**config.mk**
```make
export PLATFORM = sky130hd
export DESIGN_NAME = glb_bank_sram_cfg_ctrl
export DESIGN_NICKNAME = d
export VERILOG_FILES = /design/src/rtl/global_buffer_param.sv /design/src/rtl/global_buffer_pkg.sv /design/src/rtl/glb_bank_sram_cfg_ctrl.sv
export SDC_FILE = /design/constraint.sdc
export NUM_CORES = 1
export LEC_CHECK = 0
export ABC_AREA = 0
export CORE_ASPECT_RATIO = 0.8
export CORE_MARGIN = 2
export CORE_UTILIZATION = 35
export DETAILED_ROUTE_END_ITERATION = 7
export DONT_BUFFER_PORTS = 1
export MAX_ROUTING_LAYER = met4
export RECOVER_POWER = 25
export SYNTH_ARGS = -nofsm -noshare
export SYNTH_HDL_FRONTEND = slang
export SYNTH_SLANG_ARGS = --single-unit
```
**constraint.sdc**
```tcl
create_clock -name clk -period 3 [get_ports clk]
set_input_delay 0 -clock clk [delete_from_list [all_inputs] [get_ports clk]]
set_output_delay 0 -clock clk [all_outputs]
set_load 0.01 [all_outputs]
```
**src/rtl/global_buffer_param.sv**
```systemverilog
// rtl/global_buffer_param.sv - global buffer sizing parameters
package global_buffer_param;
  localparam int BANK_ADDR_WIDTH     = 17;
  localparam int BANK_DATA_WIDTH     = 64;
  localparam int CGRA_CFG_DATA_WIDTH = 32;
  localparam int SRAM_LATENCY        = 2;
endpackage

```
**src/rtl/global_buffer_pkg.sv**
```systemverilog
// rtl/global_buffer_pkg.sv - global buffer shared types
package global_buffer_pkg;
  typedef enum logic [1:0] {
    SRAM_CFG_IDLE,
    SRAM_CFG_WR_ISSUE,
    SRAM_CFG_RD_ISSUE,
    SRAM_CFG_RD_WAIT
  } sram_cfg_state_t;
endpackage

```
**src/rtl/glb_bank_sram_cfg_ctrl.sv**
```systemverilog
// rtl/glb_bank_sram_cfg_ctrl.sv - per-bank config port: 32-bit config accesses onto the 64-bit bank SRAM port
import global_buffer_pkg::*;

module glb_bank_sram_cfg_ctrl #(
  parameter int BANK_ADDR_WIDTH     = global_buffer_param::BANK_ADDR_WIDTH,
  parameter int CGRA_CFG_DATA_WIDTH = global_buffer_param::CGRA_CFG_DATA_WIDTH,
  parameter int BANK_DATA_WIDTH     = global_buffer_param::BANK_DATA_WIDTH,
  parameter int SRAM_LATENCY        = global_buffer_param::SRAM_LATENCY
) (
  input  logic                           clk,
  input  logic                           reset,
  input  logic                           cfg_wr_en,
  input  logic [BANK_ADDR_WIDTH-1:0]     cfg_wr_addr,
  input  logic [CGRA_CFG_DATA_WIDTH-1:0] cfg_wr_data,
  input  logic                           cfg_rd_en,
  input  logic [BANK_ADDR_WIDTH-1:0]     cfg_rd_addr,
  output logic [CGRA_CFG_DATA_WIDTH-1:0] cfg_rd_data,
  output logic                           cfg_rd_data_valid,
  output logic                           cfg_err,
  output logic                           mem_req,
  input  logic                           mem_gnt,
  output logic                           mem_wr_en,
  output logic [BANK_ADDR_WIDTH-4:0]     mem_addr,
  output logic [BANK_DATA_WIDTH-1:0]     mem_wr_data,
  output logic [BANK_DATA_WIDTH/8-1:0]   mem_wr_strb,
  input  logic [BANK_DATA_WIDTH-1:0]     mem_rd_data
);

  localparam int STRB_WIDTH = BANK_DATA_WIDTH / 8;
  localparam int HALF_STRB  = STRB_WIDTH / 2;
  localparam int CNT_W      = $clog2(SRAM_LATENCY + 1);

  sram_cfg_state_t state, state_next;

  logic                           wr_pend;
  logic [BANK_ADDR_WIDTH-1:2]     wr_addr_q;
  logic [CGRA_CFG_DATA_WIDTH-1:0] wr_data_q;
  logic                           rd_pend;
  logic [BANK_ADDR_WIDTH-1:2]     rd_addr_q;
  logic                           half_sel;
  logic [CNT_W-1:0]               lat_cnt;

  logic wr_issue, rd_issue, wr_accept, rd_accept, rd_sample;
  logic unused_addr_lsbs;

  // Byte offset within the 32-bit config word carries no information.
  assign unused_addr_lsbs = ^{cfg_wr_addr[1:0], cfg_rd_addr[1:0]};

  assign wr_issue  = (state == SRAM_CFG_WR_ISSUE) && mem_gnt;
  assign rd_issue  = (state == SRAM_CFG_RD_ISSUE) && mem_gnt;
  // A slot freed by this cycle's grant can take a new request immediately.
  assign wr_accept = cfg_wr_en && (!wr_pend || wr_issue);
  assign rd_accept = cfg_rd_en && (!rd_pend || rd_issue);
  assign rd_sample = (state == SRAM_CFG_RD_WAIT) && (lat_cnt == CNT_W'(1));

  always_ff @(posedge clk or posedge reset) begin
    if (reset) begin
      wr_pend   <= 1'b0;
      wr_addr_q <= '0;
      wr_data_q <= '0;
      rd_pend   <= 1'b0;
      rd_addr_q <= '0;
      cfg_err   <= 1'b0;
    end else begin
      if (wr_accept) begin
        wr_pend   <= 1'b1;
        wr_addr_q <= cfg_wr_addr[BANK_ADDR_WIDTH-1:2];
        wr_data_q <= cfg_wr_data;
      end else if (wr_issue) begin
        wr_pend <= 1'b0;
      end
      if (rd_accept) begin
        rd_pend   <= 1'b1;
        rd_addr_q <= cfg_rd_addr[BANK_ADDR_WIDTH-1:2];
      end else if (rd_issue) begin
        rd_pend <= 1'b0;
      end
      if ((cfg_wr_en && !wr_accept) || (cfg_rd_en && !rd_accept)) begin
        cfg_err <= 1'b1;
      end
    end
  end

  always_ff @(posedge clk or posedge reset) begin
    if (reset) begin
      state             <= SRAM_CFG_IDLE;
      half_sel          <= 1'b0;
      lat_cnt           <= '0;
      cfg_rd_data       <= '0;
      cfg_rd_data_valid <= 1'b0;
    end else begin
      state             <= state_next;
      cfg_rd_data_valid <= rd_sample;
      if (rd_issue) begin
        half_sel <= rd_addr_q[2];
        lat_cnt  <= CNT_W'(SRAM_LATENCY);
      end else if ((state == SRAM_CFG_RD_WAIT) && (lat_cnt != '0)) begin
        lat_cnt <= lat_cnt - CNT_W'(1);
      end
      if (rd_sample) begin
        cfg_rd_data <= half_sel ? mem_rd_data[BANK_DATA_WIDTH-1:BANK_DATA_WIDTH/2]
                                : mem_rd_data[BANK_DATA_WIDTH/2-1:0];
      end
    end
  end

  // Incoming requests are looked at directly so an idle bank issues on the next cycle.
  always_comb begin
    state_next  = state;
    mem_req     = 1'b0;
    mem_wr_en   = 1'b0;
    mem_addr    = '0;
    mem_wr_data = '0;
    mem_wr_strb = '0;
    case (state)
      SRAM_CFG_IDLE: begin
        if (wr_pend || cfg_wr_en) begin
          state_next = SRAM_CFG_WR_ISSUE;
        end else if (rd_pend || cfg_rd_en) begin
          state_next = SRAM_CFG_RD_ISSUE;
        end
      end
      SRAM_CFG_WR_ISSUE: begin
        mem_req     = 1'b1;
        mem_wr_en   = 1'b1;
        mem_addr    = wr_addr_q[BANK_ADDR_WIDTH-1:3];
        mem_wr_data = {wr_data_q, wr_data_q};
        mem_wr_strb = wr_addr_q[2] ? {{HALF_STRB{1'b1}}, {HALF_STRB{1'b0}}}
                                   : {{HALF_STRB{1'b0}}, {HALF_STRB{1'b1}}};
        if (mem_gnt) begin
          state_next = (rd_pend || cfg_rd_en) ? SRAM_CFG_RD_ISSUE : SRAM_CFG_IDLE;
        end
      end
      SRAM_CFG_RD_ISSUE: begin
        mem_req  = 1'b1;
        mem_addr = rd_addr_q[BANK_ADDR_WIDTH-1:3];
        if (mem_gnt) begin
          state_next = SRAM_CFG_RD_WAIT;
        end
      end
      SRAM_CFG_RD_WAIT: begin
        if (rd_sample) begin
          state_next = SRAM_CFG_IDLE;
        end
      end
      default: state_next = SRAM_CFG_IDLE;
    endcase
  end

endmodule

```
==> qor.txt, run 1 <==
Post-CTS sizing -> 0
Number of enable flip-flop cells after synthesis -> 0
IO buf count -> 0
Ys Warns -> 0
H-tree depth -> 3
Synthesis-stage register bit count -> 103
Most frequent cells after synthesis -> 103 x dfrtp_1, 40 x mux2_4, 38 x buf_4
Synth area leaders -> dfrtp_1 50%, mux2_4 12%, mux2i_1 6.4%, buf_4 5.5%, mux2_2 5.2%
Post-DP HPWL -> 7.750 mm
Net Count, Synth -> 569
Share of the synthesized area in the top cell type -> 0.4992
Post-Syn Instances -> 426
Routability cong. -> 0.7889
Initial Util -> 0.3599
Chip Width -> 139.8 microns
Most used DFF post-synth -> dfrtp_1
Clk sinks -> 103
Tool error message -> [ERROR RSZ-0060] Max buffer count reached.
Setup bufs post-CTS -> 0
Max Buffers Root-to-Sink -> 2
Count leader, synth -> dfrtp_1
Last step reached -> 4_1_cts
Dominant cell type by area after synthesis -> dfrtp_1
Outcome -> stopped before the end
# hold bufs at CTS -> 114
Sequential-to-total area share from yosys stat -> 0.4992
FFs w/ async S/R, synth -> 1.000
FP Rows -> 39
Number of buffers created by CTS -> 9
Area of the mapped netlist -> 5164 sq um
Library cells used by synthesis -> 30
Die height -> 112.6 microns
Syn avg cell area -> 12.12 sq um
Clk root buf -> clkbuf_16
IO Pins -> 257
per-stage QoR:
step           hold WS, ps    util  area [sq um]  instances  setup slack (ps)
2_1_floorplan        82.43       -          5164        426             296.2
3_5_place_dp         87.08  0.3505          5029        552             793.8
3_3_place_gp         85.46  0.3505          5029        552             912.1
logic make-up after synthesis:
family | count (synthesis) | share of synthesized area
xor+xnor | 1 | 0.001696
fa+ha+maj | 8 | 0.01939
mux | 97 | 0.2326
buf+inv | 69 | 0.08674
flops | 103 | 0.4992
compound gates | 57 | 0.06809
simple gates | 91 | 0.09232
==> run 2: changes to the inputs <==
--- a/config.mk
+++ b/config.mk
@@ -6,12 +6,11 @@
 export NUM_CORES = 1
 export LEC_CHECK = 0
 export ABC_AREA = 0
-export CORE_ASPECT_RATIO = 0.8
 export CORE_MARGIN = 2
-export CORE_UTILIZATION = 35
+export CORE_UTILIZATION = 20
 export DETAILED_ROUTE_END_ITERATION = 7
 export DONT_BUFFER_PORTS = 1
-export MAX_ROUTING_LAYER = met4
+export PLACE_DENSITY_LB_ADDON = 0.15
 export RECOVER_POWER = 25
 export SYNTH_ARGS = -nofsm -noshare
 export SYNTH_HDL_FRONTEND = slang
==> run 2 against run 1 <==
Compared with the run above: the flow now finishes without violations; synthesized cell count stayed put; synthesized area stayed put.
==> qor.txt, run 2 <==
First-pass GRT wire length -> 19.53 mm
Share of the synthesized area in the top cell type -> 0.4992 (unchanged)
Worst-path clk slew -> 70 ps
Drt pass-1 iters -> 6
Met3 Use GR -> 0.02963
Worst EP required -> 3230 ps
Iter 0 DRT Violations -> 130
Met2 Use GR -> 0.1630
Die height -> 164.7 microns (+46%)
Max Buffers Root-to-Sink -> 2 (unchanged)
Routability cong. -> 0.6762 (-14%)
Largest net degree at the start of global routing -> 58
Count leader, synth -> dfrtp_1
Reg2reg end -> state[0]
Worst Setup EP -> state[0]
Clk sinks -> 103 (unchanged)
Biggest regs -> cfg_rd_data: 32 flops, wr_data_q: 32 flops
DR vias -> 3431
Final core utilization -> 0.2712
Most used DFF post-synth -> dfrtp_1
Pleak -> 2.940 nW
Synthesis-stage register bit count -> 103 (unchanged)
GR Overflow Total -> 0
Chip Width -> 164.7 microns (+18%)
Final #Nets -> 655
Tightest Pin Transition -> 921.7 ps
Area of the mapped netlist -> 5164 sq um (unchanged)
Worst Setup SP -> state[1]
DRT antenna net count -> 0
RSZ-0062 raised after global routing -> no
Worst setup SP type -> flop
Share of post-route cells with drive strength above 1 -> 0.1857
# diodes -> 0
Most frequent cells after synthesis -> 103 x dfrtp_1, 40 x mux2_4, 38 x buf_4
Initial Util -> 0.2045 (-0.1555)
Library cells used by synthesis -> 30 (unchanged)
CP max FO -> 51
Most frequent cells in the layout -> 130 x dlygate4sd3_1, 102 x dfrtp_1, 40 x mux2_4
Met1 usage -> 0.1093
Clk root buf -> clkbuf_16
Synth-to-Final Area Change -> 32.61%
Dominant cell type by area after synthesis -> dfrtp_1
Worst flop-to-flop path startpoint -> state[1]
Setup slack, reg-to-reg -> 800 ps
Max-Cap Viols -> 0
# setup viols final -> 0
IO buf count -> 0 (unchanged)
IO Pins -> 257 (unchanged)
GRT Total Usage -> 0.09431
FP Rows -> 58 (+49%)
Post-CTS sizing -> 0 (unchanged)
CP endpoint kind -> flop
Max-slew headroom -> 0.3855
Worst skew pair latency -> 350 ps
Vias in the first global route -> 3664
Ys Warns -> 0 (unchanged)
TritonCTS clock tree -> done
Max Fclk -> 454.6 MHz
Sequential-to-total area share from yosys stat -> 0.4992 (unchanged)
Synth area leaders -> dfrtp_1 50%, mux2_4 12%, mux2i_1 6.4%, buf_4 5.5%, mux2_2 5.2%
Global route hottest layer -> met2
Net Count, Synth -> 569 (unchanged)
Critical path type -> reg2reg
Worst R2R Path Depth -> 6
Post-DP HPWL -> 8.090 mm (+4.4%)
H-tree depth -> 3 (unchanged)
Wire per inst -> 15.31 microns
Hold Vio Cnt, Final -> 0
Core footprint -> 25250 sq um
Vias per inst -> 4.051
Tmin final -> 2200 ps
Post-Syn Instances -> 426 (unchanged)
HP Class -> in2reg
Setup TNS -> 0 ps
Number of buffers created by CTS -> 9 (unchanged)
Die area -> 27120 sq um
Initial antenna violation count -> 0
Syn avg cell area -> 12.12 sq um (unchanged)
Commonest non-fill, non-tap cell in the layout -> dlygate4sd3_1
Fin crit share -> 0.7333
Power per cell area -> 947.8 nW/um^2
Post-route DRC -> 0
Max IR drop VDD -> 0.3746 mV
Critical Path AT -> 2430 ps
Outcome -> complete, no violations
Post-Route WL -> 12.97 mm
FFs w/ async S/R, synth -> 1.000 (unchanged)
Pins Over Slew Limit -> 0
Number of enable flip-flop cells after synthesis -> 0 (unchanged)
Worst Clk Skew -> 8.919 ps
[run 2: cell counts after synthesis]
Identical to the previous run, type by type.
[run 2: logic make-up (layout without fill, tap and decap cells)]
| logic type | after synthesis | count (layout) | synth area share |
|---|---|---|---|
| mux | 97 | 97 | 0.2326 |
| compound gates | 57 | 57 | 0.06809 |
| buf+inv | 69 | 160 | 0.08674 |
| flops | 103 | 103 | 0.4992 |
| simple gates | 91 | 91 | 0.09232 |
| xor+xnor | 1 | 1 | 0.001696 |
| fa+ha+maj | 8 | 8 | 0.01939 |
[run 2: where the power goes]
part           switching [W]  internal (W)
combinational        0.00126       0.00140
sequential          0.000567       0.00203
clock               0.000575      0.000659
total                0.00240       0.00409
[run 2: repair_timing]
action | 4_1_cts | 5_1_grt
buffers inserted | 0 | 0
hold endpoints to repair | 157 | 0
hold buffers | 130 | 0
[run 2: worst max-delay path, cell delays in order (launching register included)]
cell,delay (ps)
dfrtp_1,410
inv_1,120
ha_2,190
buf_4,300
o21ba_2,270
a221oi_1,400
mux2_2,390
[run 2: layout make-up]
class                           instances  area (sq um)
Timing Repair Buffer                  138          1374
Clock buffer                            9         225.2
Fill cell                            2612         18410
Multi-Input combinational cell        254          2150
Tap cell                              330         412.9
Inverter                                6         25.02
Clock inverter                          7         82.58
Sequential cell                       103          2579
[run 2: layer usage]
metal  part of all wire  up-vias
met5                  0        -
met4              0.013        0
met3              0.090       10
met2               0.48      171
met1               0.41     1666
li1                   -     1584
[run 2: through the flow]
stage	power [W]	cell area (sq um)	setup WS (ps)	hold slack, ps	std cells
after detailed placement	0.005043	5239	788.0	77.50	701
after global routing	0.007006	6848	655.1	74.18	847
after CTS	0.006610	6848	773.1	70.27	847
after floorplan	0.004831	5164	296.2	82.43	426
final	0.006490	6848	800.1	91.33	847
after global placement	0.004998	5239	848.5	70.00	701
[run 2: worst min path at each step]
stage                        from        endpoint  slack, ps  depth (start not counted)
after floorplan           mem_gnt      lat_cnt[0]         80                          1
after global placement      reset  cfg_rd_data[0]         70                          1
after detailed placement    reset  cfg_rd_data[4]         80                          1
after CTS                 mem_gnt        state[1]         70                          3
after global routing      mem_gnt        state[1]         70                          3
final                     mem_gnt        state[1]         90                          3
(Power assumes the default switching activity.)
